--- src/rtl/div_pkg.sv ---
// Shared types and constants for the sequential unsigned divider.
package div_pkg;

  localparam int unsigned DIV_WIDTH = 8;
  localparam int unsigned DIV_CNT_W = $clog2(DIV_WIDTH);

  typedef enum logic [1:0] {
    IDLE = 2'd0,
    BUSY = 2'd1,
    DONE = 2'd2
  } state_t;

endpackage

--- src/rtl/div_step.sv ---
// One combinational restoring-division step: shift in a dividend bit, subtract if it fits.
module div_step #(
  parameter int unsigned WIDTH = div_pkg::DIV_WIDTH
) (
  input  logic [WIDTH-1:0] prem,
  input  logic             bit_in,
  input  logic [WIDTH-1:0] divisor,
  output logic [WIDTH-1:0] prem_next,
  output logic             qbit
);

  // Trial is one bit wider than the divisor so the shifted-out MSB still takes part in the compare
  logic [WIDTH:0] trial;
  logic [WIDTH:0] divisor_ext;

  // Restoring subtract-or-keep decision
  always_comb begin
    trial       = {prem, bit_in};
    divisor_ext = {1'b0, divisor};
    prem_next   = trial[WIDTH-1:0];
    qbit        = 1'b0;
    if (trial >= divisor_ext) begin
      prem_next = WIDTH'(trial - divisor_ext);
      qbit      = 1'b1;
    end
  end

endmodule

--- src/rtl/unsigned_16by8_seq_divider.sv ---
// Sequential unsigned restoring divider: 2W-bit dividend by W-bit divisor, one quotient bit per clock.
module unsigned_16by8_seq_divider
  import div_pkg::*;
#(
  parameter int unsigned WIDTH = DIV_WIDTH
) (
  input  logic               clk,
  input  logic               rst_n,
  input  logic               in_valid,
  output logic               in_ready,
  input  logic [2*WIDTH-1:0] dividend,
  input  logic [WIDTH-1:0]   divisor,
  output logic               out_valid,
  input  logic               out_ready,
  output logic [WIDTH-1:0]   quotient,
  output logic [WIDTH-1:0]   remainder,
  output logic               div_zero,
  output logic               overflow
);

  localparam int unsigned CNT_W = (WIDTH > 1) ? $clog2(WIDTH) : 1;

  state_t           state_q, state_d;
  logic [WIDTH-1:0] divisor_q, divisor_d;
  logic [WIDTH-1:0] dsh_q, dsh_d;
  logic [CNT_W-1:0] cnt_q, cnt_d;
  logic             in_ready_d, out_valid_d;
  logic [WIDTH-1:0] quotient_d, remainder_d;
  logic             div_zero_d, overflow_d;

  logic [WIDTH-1:0] prem_next;
  logic             qbit;

  // The remainder register doubles as the partial remainder while BUSY
  div_step #(.WIDTH(WIDTH)) u_step (
    .prem      (remainder),
    .bit_in    (dsh_q[WIDTH-1]),
    .divisor   (divisor_q),
    .prem_next (prem_next),
    .qbit      (qbit)
  );

  // State and datapath registers
  always_ff @(posedge clk or negedge rst_n) begin
    if (!rst_n) begin
      state_q   <= IDLE;
      divisor_q <= '0;
      dsh_q     <= '0;
      cnt_q     <= '0;
      in_ready  <= 1'b1;
      out_valid <= 1'b0;
      quotient  <= '0;
      remainder <= '0;
      div_zero  <= 1'b0;
      overflow  <= 1'b0;
    end else begin
      state_q   <= state_d;
      divisor_q <= divisor_d;
      dsh_q     <= dsh_d;
      cnt_q     <= cnt_d;
      in_ready  <= in_ready_d;
      out_valid <= out_valid_d;
      quotient  <= quotient_d;
      remainder <= remainder_d;
      div_zero  <= div_zero_d;
      overflow  <= overflow_d;
    end
  end

  // Next-state, handshake and restoring-step sequencing
  always_comb begin
    state_d     = state_q;
    divisor_d   = divisor_q;
    dsh_d       = dsh_q;
    cnt_d       = cnt_q;
    in_ready_d  = in_ready;
    out_valid_d = out_valid;
    quotient_d  = quotient;
    remainder_d = remainder;
    div_zero_d  = div_zero;
    overflow_d  = overflow;

    unique case (state_q)
      IDLE: begin
        if (in_valid && in_ready) begin
          in_ready_d = 1'b0;
          divisor_d  = divisor;
          state_d    = BUSY;
          if (divisor == '0) begin
            div_zero_d  = 1'b1;
            quotient_d  = '1;
            remainder_d = dividend[WIDTH-1:0];
          end else if (dividend[2*WIDTH-1:WIDTH] >= divisor) begin
            overflow_d  = 1'b1;
            quotient_d  = '1;
            remainder_d = '1;
          end else begin
            remainder_d = dividend[2*WIDTH-1:WIDTH];
            dsh_d       = dividend[WIDTH-1:0];
            quotient_d  = '0;
            cnt_d       = CNT_W'(WIDTH - 1);
          end
        end
      end

      BUSY: begin
        if (div_zero || overflow) begin
          // Fast-path result is already loaded; spend one cycle and publish it
          state_d     = DONE;
          out_valid_d = 1'b1;
        end else begin
          remainder_d = prem_next;
          quotient_d  = {quotient[WIDTH-2:0], qbit};
          dsh_d       = {dsh_q[WIDTH-2:0], 1'b0};
          if (cnt_q == '0) begin
            state_d     = DONE;
            out_valid_d = 1'b1;
          end else begin
            cnt_d = cnt_q - CNT_W'(1);
          end
        end
      end

      DONE: begin
        if (out_valid && out_ready) begin
          state_d     = IDLE;
          out_valid_d = 1'b0;
          in_ready_d  = 1'b1;
          div_zero_d  = 1'b0;
          overflow_d  = 1'b0;
        end
      end

      default: begin
        state_d     = IDLE;
        in_ready_d  = 1'b1;
        out_valid_d = 1'b0;
        div_zero_d  = 1'b0;
        overflow_d  = 1'b0;
      end
    endcase
  end

endmodule

--- config.mk ---
export PLATFORM = sky130hd
export DESIGN_NAME = unsigned_16by8_seq_divider
export DESIGN_NICKNAME = d
export VERILOG_FILES = /design/src/rtl/div_pkg.sv /design/src/rtl/div_step.sv /design/src/rtl/unsigned_16by8_seq_divider.sv
export SDC_FILE = /design/constraint.sdc
export NUM_CORES = 1
export LEC_CHECK = 0
export CAP_MARGIN = 20
export CORE_MARGIN = 10
export CORE_UTILIZATION = 35
export CTS_CLUSTER_DIAMETER = 200
export DETAILED_ROUTE_END_ITERATION = 10
export PLACE_DENSITY = 0.58
export REMOVE_ABC_BUFFERS = 1
export SLEW_MARGIN = 20
export SYNTH_ARGS = -nofsm -noshare
export SYNTH_HDL_FRONTEND = slang
export SYNTH_HIERARCHICAL = 1
export SYNTH_SLANG_ARGS = --single-unit
--- constraint.sdc ---
create_clock -name clk -period 2.8 [get_ports clk]
set_input_delay 0.7 -clock clk [delete_from_list [all_inputs] [get_ports clk]]
set_output_delay 0.7 -clock clk [all_outputs]
set_load 0.05 [all_outputs]
==> results.json, run 1 <==
{
  "r2r-end": "remainder[6]",
  "synth-async-reset-ratio_pct": 100.0,
  "overflow": 0,
  "grt_pass1_vias": 2374,
  "maxCapViolations": 0,
  "synth_warnings": 6,
  "syn2layout_area_growth_pct": 30.31,
  "worst_slew_pin_slew_ns": 0.9396,
  "fmax_mhz": 372.1,
  "drc": 0,
  "holdWs_ns": 0.4869,
  "hold_path_end": "divisor_q[4]",
  "hold_viol": 0,
  "dr.first_iter.drc_count": 119,
  "min_path_cells": 2,
  "r2r_slack_ns": 0.25,
  "slew_headroom_pct": 37.36,
  "htree_levels": 2,
  "crit_path_end_kind": "flop",
  "dieWidth_um": 108.4,
  "cts_sinks": 41,
  "start_util_pct": 35.73,
  "fin_crit_sh_pct": 95.99,
  "synth_area_per_cell_um2": 8.703,
  "finalPower_w": 0.004197,
  "drive_gt1_share_pct": 14.32,
  "cts_tree": "built",
  "critPathRequiredTime_ns": 2.99,
  "dp_cells": 471,
  "cts_buffers": 5,
  "coreArea_mm2": 0.007647,
  "min_from": "divisor_q[4]",
  "pwr_density_cell_mw_per_mm2": 1179,
  "crit_type": "in -> reg",
  "clk_pin_slew_ns": 0.09,
  "worst-path-max-fanout": 9,
  "via_per_inst": 5.021,
  "gp_congestion": 0.8245,
  "cts-root-buf": "clkbuf_8",
  "clock_latency_ns": 0.30,
  "boundaryPins": 48,
  "num_vias": 2405,
  "fin_cells": 479,
  "synth_cells": 314,
  "seq_area_mm2": 0.001027,
  "die-area_mm2": 0.01174,
  "ant_nets": 0,
  "multi_input_area_mm2": 0.001543,
  "drv_slew": 0,
  "grt_pass1_wl_um": 11900,
  "antenna_found_initial": 0,
  "cts_buffer_depth": 2,
  "ys_types": 47,
  "setup_viol": 0,
  "postCtsSetupBuffers": 0,
  "grt_usage_pct": 12.36,
  "ys.flop_type": "dfrtp_1",
  "wl_per_cell_um": 14.85,
  "drt_pass1_iterations": 6,
  "worst_r2r_path_depth": 11,
  "ys_seq_elements": 41,
  "fin_crit_ns": 2.688,
  "rsz0062_at_grt": "false",
  "num_antenna_cells": 0,
  "cp-start-kind": "primary input",
  "outcome": "finished, final reports clean",
  "hpwl_um": 5493,
  "final_nets": 423,
  "io_buffers": 47,
  "totalWireLength_um": 7111,
  "reg2reg_from": "dsh_q[7]",
  "row_count": 32,
  "synth_edf_count": 0,
  "fin_skew_ns": 0.008615,
  "holdCritPathClass": "reg -> reg",
  "ir_worst_vdd_v": 0.0003856,
  "ys_seq_area_share_pct": 37.59,
  "p_leak_nw": 1.685,
  "worstPathArrival_ns": 2.88,
  "netlist_area_mm2": 0.002733,
  "die_h_um": 108.4,
  "fillCellCount": 742,
  "grt_start_max_net_pins": 42
}
## state kept, by name (all words and copies together), names as in the netlist
register   flops
out_valid      1
div_zero       1
divisor_q      8
remainder      8
quotient       8
in_ready       1
overflow       1
dsh_q          8
state_q        2
cnt_q          3
## cell usage in the layout, fill, tap and decap left out, types with 8 or more instances in the layout
master / count
a21oi_1: 17
and3_1: 8
buf_4: 21
clkdlybuf4s50_1: 46
dfrtp_1: 40
ha_1: 18
inv_1: 28
nand2_1: 46
nor2_1: 26
nor3_1: 9
o21ai_0: 17
o31ai_1: 17
## layer usage
metal / part of all wire [%] / vias to the layer above / global-route usage (%)
met1: 48 / 1130 / 16.46
li1: - / 1216 / -
met5: 0 / - / 0
met3: 4.4 / 5 / 2.380
met4: 0.97 / 0 / 3.202
met2: 46 / 54 / 20.04
## power breakdown
group	switching, W	total [W]	internal, W	leakage [nW]
sequential	0.000239	0.00111	0.000868	0.500
clock	0.000225	0.000492	0.000267	0.0543
combinational	0.00146	0.00260	0.00114	1.13
## cell families (layout without fill, tap and decap cells)
kind of cell             count (synthesis)  in the layout  share of synthesized area, %
buffers and inverters                   42            105                         6.181
flip-flops                              41             41                         37.59
AO/OA/AOI/OAI                           77             77                         19.28
adder cells (fa/ha/maj)                 19             19                         8.975
XOR/XNOR                                 3              3                        0.9617
multiplexers                            16             16                         7.372
AND/OR/NAND/NOR                        116            116                         19.64
## through the flow
step                      util [%]  area (um2)  setup slack (ns)  setup TNS, ns
after global routing         46.56        3561           0.01286              0
after detailed placement     45.03        3443           -0.1964         -2.889
after CTS                    46.53        3558            0.1268              0
final                        46.56        3561            0.1123              0
after global placement       45.03        3443           -0.1392         -1.704
after floorplan                  -        2669          0.004817              0
## area by class of cell
type / count / share of cell area (%)
Sequential cell: 41 / 28.85
Inverter: 28 / 2.952
Clock buffer: 5 / 1.933
Timing Repair Buffer: 69 / 18.06
Tap cell: 102 / 3.584
Multi-Input combinational cell: 231 / 43.32
Clock inverter: 3 / 1.300
## synth_stat cells (2+ instances only)
cell type / number / area [um2]
xnor2_1: 3 / 26.28
mux2_2: 5 / 56.30
nor2b_1: 4 / 25.02
nand3_1: 7 / 35.03
nor3b_1: 2 / 15.01
mux2i_1: 4 / 40.04
o31ai_2: 2 / 25.02
a31oi_1: 2 / 12.51
and3_1: 8 / 50.05
nor4_1: 3 / 18.77
a21oi_2: 2 / 17.52
mux2_4: 7 / 105.1
nor2_1: 26 / 97.59
or3_1: 2 / 12.51
inv_1: 28 / 105.1
o21bai_1: 3 / 22.52
a21o_1: 3 / 22.52
nor3_1: 9 / 45.04
clkbuf_1: 10 / 37.54
dfrtp_1: 40 / 1001
nand2_1: 46 / 172.7
a21oi_1: 17 / 85.08
o21ai_0: 17 / 85.08
buf_2: 3 / 15.01
nand2b_1: 4 / 25.02
o21a_1: 3 / 22.52
o31ai_1: 17 / 127.6
ha_1: 18 / 225.2
## worst max path at each step
stage,startpoint,end,slack [ns],cells after the start
2_1_floorplan,in_valid,dsh_q[1],0.005,4
3_3_place_gp,divisor[1],dsh_q[6],-0.14,9
3_5_place_dp,divisor[1],dsh_q[1],-0.20,9
4_1_cts,divisor[1],dsh_q[4],0.13,9
5_1_grt,dsh_q[7],remainder[6],0.01,11
6_report,divisor[1],dsh_q[4],0.11,9
## critical path, cell delays in order
cell	delay, ns
clkdlybuf4s50_1	0.48
inv_1	0.06
ha_1	0.18
or4_1	0.55
a21oi_2	0.14
o31ai_2	0.09
o22a_1	0.23
buf_12	0.16
mux2_4	0.29
## repair_timing
item | in CTS | in global routing
hold buffers | 0 | 0
setup endpoints to repair | 0 | 1
gates resized for setup | 0 | 1
Note: power is estimated with default switching activity, not from simulation.
==> run 2, diff against run 1 <==
Settings changed: CAP_MARGIN 20 to unset, CORE_MARGIN 10 to 2.
==> run 2 against run 1 <==
Net effect:
- clock power decreased by 0.8%
- register-to-register slack about the same
- power about the same
- global-route usage rose by 4.3 points
- count of clock-buffer cells in the layout did not move
- critical path type unchanged
- critical endpoint is now dsh_q[7]
- largest cell class unchanged
- largest power group unchanged
==> results.json, run 2 (synthesized netlist as in run 1, its figures left out) <==
{
  "totalWireLength_um": 6788,
  "slew_headroom_pct": 39.33,
  "p_leak_nw": 1.683,
  "antenna_found_initial": 0,
  "final_nets": 422,
  "worst_slew_pin_slew_ns": 0.9100,
  "p_int_w": 0.002270,
  "num_vias": 2430,
  "multi_input_area_mm2": 0.001536,
  "fillCellCount": 768,
  "boundaryPins": 48,
  "drc": 0,
  "fmax_mhz": 375.9,
  "grt_use_met3_pct": 3.011,
  "outcome": "finished, final reports clean",
  "p_comb_share_pct": 62.1,
  "clock_latency_ns": 0.30,
  "fin_skew_ns": 0.01143,
  "wl_per_cell_um": 14.20,
  "pwr-share-clk_pct": 11.6,
  "cts_resized": 0,
  "holdCritPathClass": "reg -> reg",
  "most-common-layout-cells": "nand2_1, clkdlybuf4s50_1, dfrtp_1",
  "hold_viol": 0,
  "min_path_cells": 2,
  "grtUsageMet1_pct": 22.74,
  "coreArea_mm2": 0.007647,
  "num_antenna_cells": 0,
  "syn2layout_area_growth_pct": 29.72,
  "fin_cells": 478,
  "drv_slew": 0,
  "gp_congestion": 0.8158,
  "grt_start_max_net_pins": 42,
  "p_switching_w": 0.001925,
  "htree_levels": 2,
  "worst-path-max-fanout": 9,
  "fin_crit_sh_pct": 95.02,
  "dr.first_iter.drc_count": 121,
  "hold_path_end": "quotient[7]",
  "overflow": 0,
  "r2r_slack_ns": 0.25,
  "r2r-end": "remainder[6]",
  "worstPathArrival_ns": 2.84,
  "drive_gt1_share_pct": 13.56,
  "clk_pin_slew_ns": 0.09,
  "finalPower_w": 0.004196,
  "row_count": 32,
  "hpwl_um": 5263,
  "start_util_pct": 35.73,
  "maxCapViolations": 0,
  "p_sw_share_pct": 45.89,
  "postCtsSetupBuffers": 0,
  "dp_cells": 470,
  "io_buffers": 47,
  "ant_nets": 0,
  "seq_area_mm2": 0.001027,
  "grt_pass1_vias": 2357,
  "via_per_inst": 5.084,
  "post-route-util_pct": 46.35,
  "top_usage_layer": "met2",
  "globalRouteMet2Util_pct": 26.34,
  "cts_buffers": 5,
  "crit_type": "in -> reg",
  "cts-root-buf": "clkbuf_8",
  "worst_r2r_path_depth": 11,
  "seqPwrFrac_pct": 26.3,
  "cts_tree": "built",
  "cts_buffer_depth": 2,
  "min_from": "quotient[7]",
  "pwr_density_cell_mw_per_mm2": 1184,
  "die_h_um": 92.36,
  "crit_path_end_kind": "flop",
  "dieWidth_um": 92.36,
  "grt_pass1_wl_um": 11180,
  "hold_buffers": 0,
  "reg2reg_from": "dsh_q[7]",
  "setup_viol": 0,
  "cts_sinks": 41,
  "drt_pass1_iterations": 6,
  "critPathRequiredTime_ns": 2.98,
  "ir_worst_vdd_v": 0.0003605,
  "die-area_mm2": 0.008530,
  "grt_usage_pct": 16.63,
  "cp-start-kind": "primary input",
  "rsz0062_at_grt": "false",
  "fin_crit_ns": 2.661
}
[run 2: cell count changes in the layout (fill, tap and decap cells not counted), sizes merged]
cell	change
inv	+1
clkinvlp	-1
buf	-1
[run 2: layer usage]
layer | vias up | share of wire, %
met1 | 1166 | 49
met4 | 0 | 2.1
li1 | 1209 | -
met2 | 43 | 46
met3 | 12 | 3.3
met5 | - | 0
[run 2: cell type report]
class	instances	share of cell area (%)
Clock buffer	5	1.941
Clock inverter	3	1.235
Inverter	28	2.965
Multi-Input combinational cell	231	43.35
Sequential cell	41	28.98
Tap cell	102	3.600
Timing Repair Buffer	68	17.93
[run 2: critical path: stages]
cell             delay (ns)
clkdlybuf4s50_1        0.47
inv_1                  0.05
ha_1                   0.18
or4_1                  0.53
a21oi_2                0.14
o31ai_2                0.09
o22a_1                 0.23
buf_12                 0.16
mux2_4                 0.29
[run 2: power by group through the flow]
stage                     Combinational [W]  Sequential (W)  Clock [W]
after floorplan                     0.00147         0.00150          0
after global placement              0.00255         0.00112          0
after detailed placement            0.00259         0.00112          0
after CTS                           0.00261         0.00111   0.000498
after global routing                0.00285         0.00115   0.000526
final                               0.00260         0.00110   0.000488
[run 2: worst max-delay path by stage]
stage / cells after the start / slack [ns] / startpoint / end
CTS: 9 / 0.15 / divisor[2] / dsh_q[7]
finish: 9 / 0.14 / divisor[2] / dsh_q[7]
detailed placement: 9 / -0.17 / divisor[2] / dsh_q[6]
global placement: 9 / -0.15 / divisor[1] / dsh_q[7]
global route: 9 / 0.02 / divisor[3] / dsh_q[7]
floorplan: 4 / 0.005 / in_valid / dsh_q[1]
[run 2: stage by stage]
stage	hold WS [ns]	TNS (ns)	setup slack (ns)	instance area (um2)
floorplan	0.4044	0	0.004817	2669
global placement	0.4639	-1.867	-0.1451	3432
detailed placement	0.4754	-2.676	-0.1742	3432
CTS	0.4948	0	0.1454	3545
global route	0.5293	0	0.02176	3545
finish	0.4847	0	0.1395	3545
==> run 3, diff against run 2 <==
Settings changed: ABC_AREA set to 1, PLACE_DENSITY 0.58 to 0.57, TNS_END_PERCENT set to 100.
==> run 3 against run 2 <==
Net effect:
- first-iteration DRC count is 31% lower
- global-route usage grew 0.80 points
- register-to-register slack improved by 0.63 ns
- worst setup slack gained 0.34 ns
- clock skew down 0.0086 ns
- design area shrank 0.88%
- final cell count is 16% higher
- maximum frequency is 15% higher
==> results.json, run 3 <==
{
  "drv_slew": 0,
  "postCtsSetupBuffers": 0,
  "ys.flop_type": "dfrtp_1",
  "final_nets": 499,
  "boundaryPins": 48,
  "grt_pass1_vias": 2649,
  "totalWireLength_um": 6916,
  "cp-start-kind": "flop",
  "fin_skew_ns": 0.002824,
  "cts-root-buf": "clkbuf_8",
  "clk_pin_slew_ns": 0.07,
  "cts_buffer_depth": 2,
  "ys_seq_area_share_pct": 35.60,
  "ant_nets": 0,
  "worst-path-max-fanout": 3,
  "fmax_mhz": 430.5,
  "fin_cells": 556,
  "gp_congestion": 0.8272,
  "synth-async-reset-ratio_pct": 100.0,
  "hold_viol": 0,
  "dr.first_iter.drc_count": 83,
  "tns_ns": 0,
  "fin_crit_sh_pct": 82.96,
  "cp_top_family": "buffers and inverters",
  "holdWs_ns": 0.4757,
  "crit_type": "reg -> out",
  "synth_edf_count": 0,
  "num_vias": 2602,
  "p_sw_share_pct": 52.84,
  "critPathBufInv": 1,
  "cts_buffers": 5,
  "p_switching_w": 0.002320,
  "post-synth-top-count-cell": "nand2_1",
  "setup_viol": 0,
  "synth_area_per_cell_um2": 7.142,
  "die-area_mm2": 0.008986,
  "most-common-layout-cells": "nand2_1, inv_1, clkdlybuf4s50_1",
  "ir_worst_vdd_v": 0.0004935,
  "via_per_inst": 4.680,
  "layout_commonest_cell": "nand2_1",
  "row_count": 33,
  "grt_pass1_wl_um": 12390,
  "slew_headroom_pct": 38.71,
  "p_int_w": 0.002071,
  "cts_sinks": 41,
  "critPathRequiredTime_ns": 2.10,
  "fillCellCount": 898,
  "start_util_pct": 35.65,
  "p_comb_share_pct": 66.6,
  "drt_pass1_iterations": 6,
  "hpwl_um": 5432,
  "die_h_um": 94.80,
  "synth_warnings": 6,
  "syn2layout_area_growth_pct": 21.77,
  "synth_area_leader_cell": "dfrtp_1",
  "worstPathArrival_ns": 1.62,
  "seqPwrFrac_pct": 25.1,
  "hold_buffers": 0,
  "num_antenna_cells": 0,
  "clock_latency_ns": 0.29,
  "overflow": 0,
  "p_leak_nw": 1.826,
  "ys_seq_elements": 41,
  "pwr_density_cell_mw_per_mm2": 1250,
  "grt_usage_pct": 17.43,
  "grt_start_max_net_pins": 42,
  "antenna_found_initial": 0,
  "crit_path_end_kind": "output port",
  "outcome": "finished, final reports clean",
  "wl_per_cell_um": 12.44,
  "rsz0062_at_grt": "false",
  "maxCapViolations": 0,
  "critPathMaxStageDelay_ns": 0.79,
  "cts_tree": "built",
  "pwr-share-clk_pct": 8.3,
  "dp_cells": 550,
  "cp_slowest_cell": "clkdlybuf4s50_1",
  "synthDominantCellAreaShare_pct": 34.69,
  "holdCritPathClass": "reg -> reg",
  "coreArea_mm2": 0.008093,
  "path_cells": "clkdlybuf4s50_1",
  "worst_slew_pin_slew_ns": 0.9193,
  "fin_crit_ns": 2.323,
  "drive_gt1_share_pct": 8.869,
  "synth_top_cells_by_area": "dfrtp_1, nand2_1, ha_1, a21oi_1, inv_1",
  "finalPower_w": 0.004391,
  "io_buffers": 47,
  "dieWidth_um": 94.80,
  "htree_levels": 2,
  "drc": 0,
  "synth_cells": 404,
  "ys_types": 32,
  "netlist_top_cells_count": "nand2_1, inv_1, a21oi_1",
  "netlist_area_mm2": 0.002885,
  "cts_resized": 0
}
run 3: changes by cell type in the layout (fill, tap and decap cells not counted), moves of 8 or more:
cell / delta
a21oi_1: +27
and3_1: -8
buf_4: -15
inv_1: +29
nand2_1: +72
nand2_2: +11
nand3_1: +21
nand4_1: +9
o31ai_1: -17
run 3: worst reg2reg max path, delay by kind of cell (launching register included):
kind                       cells  cell delay (ns)
AOI/OAI and AO/OA              2             0.22
xor gates and xnor gates       1             0.18
adders and majority gates      2             0.60
buffers and inverters          2             0.16
DFF                            1             0.41
and+or+nand+nor                4             0.28
run 3: metal layers:
metal | up-vias | wire length (um) | GRT usage [%]
li1 | 1376 | - | -
met1 | 1169 | 3307 | 23.43
met2 | 51 | 3277 | 29.37
met3 | 6 | 250 | 2.634
met4 | 0 | 80 | 4.348
met5 | - | 0 | 0
run 3: power by group through the flow:
stage                     Sequential (W)  Clock (W)  Combinational (W)
after global placement           0.00111          0            0.00293
after global routing             0.00115   0.000401            0.00336
after CTS                        0.00110   0.000379            0.00296
final                            0.00110   0.000364            0.00293
after detailed placement         0.00111          0            0.00294
after floorplan                  0.00152          0            0.00176
run 3: kinds of logic after synthesis:
kind of cell | synth area share (%)
AND/OR/NAND/NOR | 33.09
flip-flops | 35.60
buffers and inverters | 10.67
AO/OA/AOI/OAI | 11.23
adder cells (fa/ha/maj) | 8.500
XOR/XNOR | 0.9108
run 3: per-stage QoR:
stage	util, %	setup slack [ns]	area, um2
final	43.41	0.4771	3513
after global routing	43.41	0.3173	3513
after CTS	43.41	0.4638	3513
after detailed placement	42.50	0.2039	3440
after global placement	42.50	0.2373	3440
after floorplan	-	0.7108	2805
run 3: path summary, 6_finish.rpt:
check,startpoint,end,slack [ns],cells after the start
max,in_ready,in_ready,0.48,1
min,cnt_q[2],cnt_q[2],0.48,2
max reg2reg,dsh_q[7],remainder[4],0.88,11
min reg2reg,cnt_q[2],cnt_q[2],0.48,2
max in group asynchronous,rst_n,divisor_q[1],1.69,1
min in group asynchronous,rst_n,quotient[5],0.54,1
run 3: layout make-up:
cell class / instances / area (um2) / share of cell area [%]
clock buffers: 5 / 68.82 / 1.959
inverters: 60 / 227.7 / 6.481
well taps: 105 / 131.4 / 3.739
flip-flops and latches: 41 / 1027 / 29.24
multi-input cells: 292 / 1550 / 44.12
repair buffers: 52 / 503.0 / 14.32
clock inverters: 1 / 5.005 / 0.1425
